### config.mk
export PLATFORM = sky130hd
export DESIGN_NAME = serial_parallel_topk
export DESIGN_NICKNAME = d
export VERILOG_FILES = /design/src/rtl/chameleon_topk_pkg.sv /design/src/rtl/topk_insert.sv /design/src/rtl/serial_parallel_topk.sv
export SDC_FILE = /design/constraint.sdc
export NUM_CORES = 1
export LEC_CHECK = 0
export BUFFER_PORTS_ARGS = -buffer_cell sky130_fd_sc_hd__buf_2
export CAP_MARGIN = 20
export CORE_ASPECT_RATIO = 0.7
export CORE_MARGIN = 5
export CORE_UTILIZATION = 28
export CTS_CLUSTER_DIAMETER = 50
export DETAILED_ROUTE_END_ITERATION = 8
export PLACE_DENSITY = 0.47
export SLEW_MARGIN = 20
export SYNTH_ARGS = -nofsm -noshare
export SYNTH_HDL_FRONTEND = slang
export SYNTH_SLANG_ARGS = --single-unit
### constraint.sdc
create_clock -name clk -period 6.33 [get_ports clk]
set_clock_uncertainty 0.2 [all_clocks]
set_input_delay 1.266 -clock clk [delete_from_list [all_inputs] [get_ports clk]]
set_output_delay 1.266 -clock clk [all_outputs]
set_load 0.02 [all_outputs]
### src/rtl/chameleon_topk_pkg.sv
// Shared types and helpers for the streaming top-K classifier head.
package chameleon_topk_pkg;

    typedef enum logic [1:0] {
        IDLE = 2'd0,
        SCAN = 2'd1,
        DONE = 2'd2
    } topk_state_t;

    // Bits needed to hold a fill count of 0..k.
    function automatic int unsigned clog2_k(input int unsigned k);
        return $clog2(k + 1);
    endfunction

endpackage

### src/rtl/topk_insert.sv
// Combinational sorted insert of one candidate into a K-entry non-increasing list.
module topk_insert
    import chameleon_topk_pkg::*;
#(
    parameter int unsigned VW        = 8,
    parameter int unsigned K         = 3,
    parameter int unsigned IDX_WIDTH = 6,
    localparam int unsigned CW       = clog2_k(K)
) (
    input  logic [K*VW-1:0]        val_i,
    input  logic [K*IDX_WIDTH-1:0] idx_i,
    input  logic [CW-1:0]          cnt_i,
    input  logic [VW-1:0]          cand_val_i,
    input  logic [IDX_WIDTH-1:0]   cand_idx_i,
    output logic [K*VW-1:0]        val_c,
    output logic [K*IDX_WIDTH-1:0] idx_c,
    output logic [CW-1:0]          cnt_c
);

    // take[p]: candidate belongs at or above slot p; monotonic because the list is sorted
    // and empty slots are judged by count, so a minimum-valued candidate still fills them.
    logic [K-1:0] take;

    always_comb begin
        take = '0;
        for (int p = 0; p < K; p++) begin
            take[p] = (CW'(p) >= cnt_i) ||
                      ($signed(cand_val_i) > $signed(val_i[p*VW +: VW]));
        end
    end

    always_comb begin
        val_c = val_i;
        idx_c = idx_i;
        if (take[0]) begin
            val_c[0 +: VW]        = cand_val_i;
            idx_c[0 +: IDX_WIDTH] = cand_idx_i;
        end
        for (int j = 1; j < K; j++) begin
            if (take[j]) begin
                if (take[j-1]) begin
                    val_c[j*VW +: VW]               = val_i[(j-1)*VW +: VW];
                    idx_c[j*IDX_WIDTH +: IDX_WIDTH] = idx_i[(j-1)*IDX_WIDTH +: IDX_WIDTH];
                end else begin
                    val_c[j*VW +: VW]               = cand_val_i;
                    idx_c[j*IDX_WIDTH +: IDX_WIDTH] = cand_idx_i;
                end
            end
        end
        cnt_c = (cnt_i < CW'(K)) ? cnt_i + CW'(1) : cnt_i;
    end

endmodule

### src/rtl/serial_parallel_topk.sv
// Streaming top-K head: latches N-lane beats, scans one lane per cycle into a sorted list,
// and presents the K largest values with their global class indices at frame end.
module serial_parallel_topk
    import chameleon_topk_pkg::*;
#(
    parameter int unsigned WIDTH            = 8,
    parameter int unsigned N                = 8,
    parameter int unsigned K                = 3,
    parameter int unsigned IDX_WIDTH        = 6,
    parameter int unsigned INPUT_DATA_SHIFT = 0,
    parameter int unsigned LEFT_SHIFT_WIDTH = 2,
    localparam int unsigned VW              = WIDTH - INPUT_DATA_SHIFT,
    localparam int unsigned CW              = clog2_k(K)
) (
    input  logic                        clk,
    input  logic                        rst,
    input  logic                        clear,
    input  logic [LEFT_SHIFT_WIDTH-1:0] inputs_left_shift,
    input  logic                        in_valid,
    output logic                        in_ready,
    input  logic                        in_last,
    input  logic [N*WIDTH-1:0]          data,
    output logic                        out_valid,
    input  logic                        out_ready,
    output logic [K*IDX_WIDTH-1:0]      topk_idx,
    output logic [K*VW-1:0]             topk_val,
    output logic [CW-1:0]               topk_count,
    output logic                        idx_overflow
);

    localparam int unsigned LW = $clog2(N);
    localparam int unsigned BW = IDX_WIDTH - LW;
    localparam logic [VW-1:0] VMIN = {1'b1, {(VW-1){1'b0}}};

    if (K > N || K < 1) begin : g_bad_k
        $error("serial_parallel_topk: K must be in 1..N");
    end

    topk_state_t state_q, state_d;

    logic [N*VW-1:0]          lanes_q, lanes_d;
    logic                     last_q, last_d;
    logic [LW-1:0]            lane_q, lane_d;
    logic [BW-1:0]            beat_q, beat_d;
    logic [K*VW-1:0]          val_q, val_d;
    logic [K*IDX_WIDTH-1:0]   idx_q, idx_d;
    logic [CW-1:0]            cnt_q, cnt_d;
    logic                     ovf_q, ovf_d;
    logic                     in_ready_q, in_ready_d;
    logic                     out_valid_q, out_valid_d;

    logic [N*VW-1:0]          scaled_c;
    logic [VW-1:0]            cand_val_c;
    logic [IDX_WIDTH-1:0]     cand_idx_c;
    logic [K*VW-1:0]          ins_val_c;
    logic [K*IDX_WIDTH-1:0]   ins_idx_c;
    logic [CW-1:0]            ins_cnt_c;
    logic                     lane_end_c;

    // Left shift wraps inside WIDTH bits before the fixed arithmetic right shift.
    always_comb begin
        scaled_c = '0;
        for (int i = 0; i < N; i++) begin
            scaled_c[i*VW +: VW] =
                VW'($signed(WIDTH'(data[i*WIDTH +: WIDTH] << inputs_left_shift)) >>> INPUT_DATA_SHIFT);
        end
    end

    assign cand_val_c = lanes_q[lane_q*VW +: VW];
    assign cand_idx_c = {beat_q, lane_q};
    assign lane_end_c = (lane_q == LW'(N - 1));

    topk_insert #(
        .VW        (VW),
        .K         (K),
        .IDX_WIDTH (IDX_WIDTH)
    ) u_insert (
        .val_i      (val_q),
        .idx_i      (idx_q),
        .cnt_i      (cnt_q),
        .cand_val_i (cand_val_c),
        .cand_idx_i (cand_idx_c),
        .val_c      (ins_val_c),
        .idx_c      (ins_idx_c),
        .cnt_c      (ins_cnt_c)
    );

    always_ff @(posedge clk or posedge rst) begin
        if (rst) state_q <= IDLE;
        else     state_q <= state_d;
    end

    always_comb begin
        state_d = state_q;
        if (clear) begin
            state_d = IDLE;
        end else begin
            case (state_q)
                IDLE:    if (in_valid)   state_d = SCAN;
                SCAN:    if (lane_end_c) state_d = last_q ? DONE : IDLE;
                DONE:    if (out_ready)  state_d = IDLE;
                default: state_d = IDLE;
            endcase
        end
    end

    always_comb begin
        lanes_d     = lanes_q;
        last_d      = last_q;
        lane_d      = lane_q;
        beat_d      = beat_q;
        val_d       = val_q;
        idx_d       = idx_q;
        cnt_d       = cnt_q;
        ovf_d       = ovf_q;
        in_ready_d  = (state_d == IDLE);
        out_valid_d = (state_d == DONE);
        if (clear || (state_q == DONE && out_ready)) begin
            val_d  = {K{VMIN}};
            idx_d  = '0;
            cnt_d  = '0;
            beat_d = '0;
            ovf_d  = 1'b0;
        end else begin
            case (state_q)
                IDLE: begin
                    if (in_valid) begin
                        lanes_d = scaled_c;
                        last_d  = in_last;
                        lane_d  = '0;
                    end
                end
                SCAN: begin
                    val_d  = ins_val_c;
                    idx_d  = ins_idx_c;
                    cnt_d  = ins_cnt_c;
                    lane_d = lane_q + LW'(1);
                    if (lane_end_c) begin
                        beat_d = beat_q + BW'(1);
                        if (beat_q == {BW{1'b1}}) ovf_d = 1'b1;
                    end
                end
                default: ;
            endcase
        end
    end

    always_ff @(posedge clk or posedge rst) begin
        if (rst) begin
            lanes_q     <= '0;
            last_q      <= 1'b0;
            lane_q      <= '0;
            beat_q      <= '0;
            val_q       <= {K{VMIN}};
            idx_q       <= '0;
            cnt_q       <= '0;
            ovf_q       <= 1'b0;
            in_ready_q  <= 1'b1;
            out_valid_q <= 1'b0;
        end else begin
            lanes_q     <= lanes_d;
            last_q      <= last_d;
            lane_q      <= lane_d;
            beat_q      <= beat_d;
            val_q       <= val_d;
            idx_q       <= idx_d;
            cnt_q       <= cnt_d;
            ovf_q       <= ovf_d;
            in_ready_q  <= in_ready_d;
            out_valid_q <= out_valid_d;
        end
    end

    assign in_ready     = in_ready_q;
    assign out_valid    = out_valid_q;
    assign topk_idx     = idx_q;
    assign topk_val     = val_q;
    assign topk_count   = cnt_q;
    assign idx_overflow = ovf_q;

endmodule
==> metrics.yaml <==
yosys:
  synth_seq_area_share: 0.411
  yosys.area.top_type: "dfrtp_1"
  ys_warn_count: 0
  synth.distinct_cells: 49
  ys_ff_latch: 120
  synth_top_area_frac: 0.397
  synth_area_per_cell_sq_um: 11.0
  syn_inst: 666
  synth_edf_count: 0
  ys_top_cells_by_area: "dfrtp_1 (40%), mux4_2 (9.8%), mux2i_1 (7.0%), mux2_2 (6.3%), ha_1 (5.3%)"
  async_flop_share: 1.00
  synth_nets: 769
  synth_top_flop_cell: "dfrtp_1"
  netlist_area_sq_um: 7320
critical_path:
  critical_path_peak_fanout: 15
  critPathCaptureType: "flip-flop"
  crit_required_ns: 6.44
  r2r_start: "lane_q[0]$_DFFE_PP0P_"
  crit_path_start_kind: "flip-flop"
  r2r_end: "topk_val[23]$_DFFE_PP1P_"
  path_class: "reg2reg"
  path_cells: "buf_4 > mux4_2 > mux2_2 > ha_1 > nand2b_1 > or4b_1 > o31ai_1 > nor2_1 > nor2_2 > a22oi_1"
  ff2ff_path_depth: 10
  crit_path_top_delay_cell: "nor2_2"
  ff2ff_setup_slack_ns: 2.09
  cp.arrival_ns: 4.35
  worstSetupStartpoint: "lane_q[0]$_DFFE_PP0P_"
  slowest_delay_ns: 0.62
  cp-endpoint: "topk_val[23]$_DFFE_PP1P_"
hold_path:
  hold_path.class: "reg2reg"
timing:
  min_period_ns: 4.24
  fin_crit_sh: 0.669
  fin_setup_tns_ns: 0
  rsz0062_at_grt: "no"
  drv_slew: 0
  fmax_mhz: 236
  hold_viol_final: 0
  setup_violations: 0
  tightest_slew_ns: 1.05
  relSlewSlack: 0.301
floorplanning:
  die_w_um: 203
  core_area_sq_um: 25700
  start_util: 0.285
  die_h_um: 145
  ios: 119
  die_area_sq_um: 29500
  num_rows: 49
clock_tree:
  path_clk_slew_ns: 0.06
  clk_latency_ns: 0.42
  cts_num_sinks: 120
  cts_max_level: 4
  clock_path_buffers: 2
  cts_made_buffers: 17
  post_cts_buffers: 0
  root_buffer: "clkbuf_16"
  cts_tree: "done"
  cts-resized-gates: 0
  cts_hold_buf: 0
place:
  numPortBuffers: 118
  post_dp_cell_area_sq_um: 8180
  gp_congestion: 0.783
  dp_hpwl_mm: 16.5
layout:
  syn_to_final_growth_pct: 19.7
  drive_gt1_frac: 0.335
  final_area_sq_um: 8760
  fin_nets: 871
  diodes: 0
  fill_cells: 2566
power:
  power_mw: 2.62
  ir_worst_vdd_v: 0.000202
  pwr_density_cell_nw_per_um2: 299
  p_leak_nw: 3.82
grt:
  grt_antenna_before_repair: 0
  grt.total_usage: 0.151
  grt_pass1_wl_mm: 34.9
  grt_max_degree: 106
  grt_pass1_vias: 5724
  grt_overflow_total: 0
route:
  dr.first_iter.drc_count: 365
  wl_mm: 21.8
  ant_nets: 0
  viasPerCell: 4.93
  via_count: 5483
  first_pass_iters: 5
  remaining_drc_errors: 0
  wl_per_cell_um: 19.6
run:
  cap_viol_max_count: 0
status:
  status: "finished, final reports clean"
## cell families after synthesis
family                     after synthesis  synth area share
AOI/OAI and AO/OA                      156             0.155
xor gates and xnor gates                 2           0.00239
adders and majority gates               31            0.0530
buffers and inverters                   83            0.0508
DFF                                    120             0.411
muxes                                  124             0.231
and+or+nand+nor                        150            0.0962
## final cells by class
type	count	area, sq um	share of cell area
Clock inverter	9	97.6	0.0111
Inverter	36	138	0.0157
Sequential cell	120	3010	0.343
Multi-Input combinational cell	463	3940	0.450
Tap cell	331	414	0.0473
Clock buffer	23	478	0.0545
Timing Repair Buffer	130	684	0.0781
## worst max-delay path: cells and delay by family, from the launching register on
kind	cells	cell delay, ns
flip-flops	1	0.53
AND/OR/NAND/NOR	4	1.28
AO/OA/AOI/OAI	2	0.51
buffers and inverters	1	0.37
multiplexers	2	0.89
adder cells (fa/ha/maj)	1	0.34
## worst min-delay path by stage
stage / start / to / slack, ns / depth (start not counted)
after floorplan: lanes_q[17]$_DFFE_PP0P_ / lanes_q[17]$_DFFE_PP0P_ / 0.24 / 2
after global placement: lanes_q[19]$_DFFE_PP0P_ / lanes_q[19]$_DFFE_PP0P_ / 0.26 / 2
after detailed placement: lanes_q[12]$_DFFE_PP0P_ / lanes_q[12]$_DFFE_PP0P_ / 0.27 / 2
after CTS: lanes_q[9]$_DFFE_PP0P_ / lanes_q[9]$_DFFE_PP0P_ / 0.28 / 2
after global routing: lanes_q[8]$_DFFE_PP0P_ / lanes_q[8]$_DFFE_PP0P_ / 0.30 / 2
final: lanes_q[9]$_DFFE_PP0P_ / lanes_q[9]$_DFFE_PP0P_ / 0.28 / 2
## registers in the layout, summed over array words and instances (netlist names)
| signal | flops |
|---|---|
| state_q | 2 |
| in_ready | 1 |
| out_valid | 1 |
| topk_val | 24 |
| topk_idx | 18 |
| topk_count | 2 |
| lane_q | 3 |
| idx_overflow | 1 |
| beat_q | 3 |
| lanes_q | 64 |
| last_q | 1 |
## where the power goes
part / total (mW) / internal [mW] / switching (mW)
Combinational: 0.722 / 0.322 / 0.399
Sequential: 0.941 / 0.866 / 0.0755
Clock: 0.954 / 0.606 / 0.348
## routing by layer
layer / vias to the layer above / wire (um) / track usage
li1: 2648 / - / -
met1: 2722 / 11300 / 0.232
met2: 100 / 9440 / 0.216
met3: 13 / 840 / 0.0355
met4: 0 / 214 / 0.0317
met5: - / 0 / 0
## cell usage after synthesis, drive strengths merged (25+ instances only)
| library cell | count |
|---|---|
| nor2 | 30 |
| ha | 31 |
| clkbuf | 25 |
| a21oi | 33 |
| mux2 | 41 |
| o2bb2ai | 26 |
| nand2 | 63 |
| dfrtp | 116 |
| o21ai | 52 |
| mux4 | 32 |
| mux2i | 51 |
| inv | 36 |
## per-stage QoR
step	setup WS [ns]	util	cells	hold slack, ns
2_1_floorplan	1.68	-	666	0.243
3_3_place_gp	2.15	0.318	1079	0.264
3_5_place_dp	2.10	0.318	1079	0.269
4_1_cts	2.08	0.341	1111	0.281
5_1_grt	1.79	0.341	1112	0.298
6_report	2.09	0.341	1112	0.277
## cells in the final DEF, fill, tap and decap left out, types with 3 or more instances in the layout
cell,count
buf_2,118
dfrtp_1,116
nand2_1,63
o21ai_0,51
mux2i_1,51
mux2_2,41
inv_1,35
a21oi_1,33
mux4_2,32
ha_1,31
nor2_1,29
nand3_1,17
clkbuf_16,17
o2bb2ai_2,16
o31ai_1,16
nor2b_1,13
nand2b_1,11
buf_4,11
a211oi_1,10
o2bb2ai_1,10
nand4_1,6
clkinv_2,6
nor3_1,4
dfstp_2,4
clkbuf_1,3
clkbuf_8,3
Power figures use the tool's default switching activity.
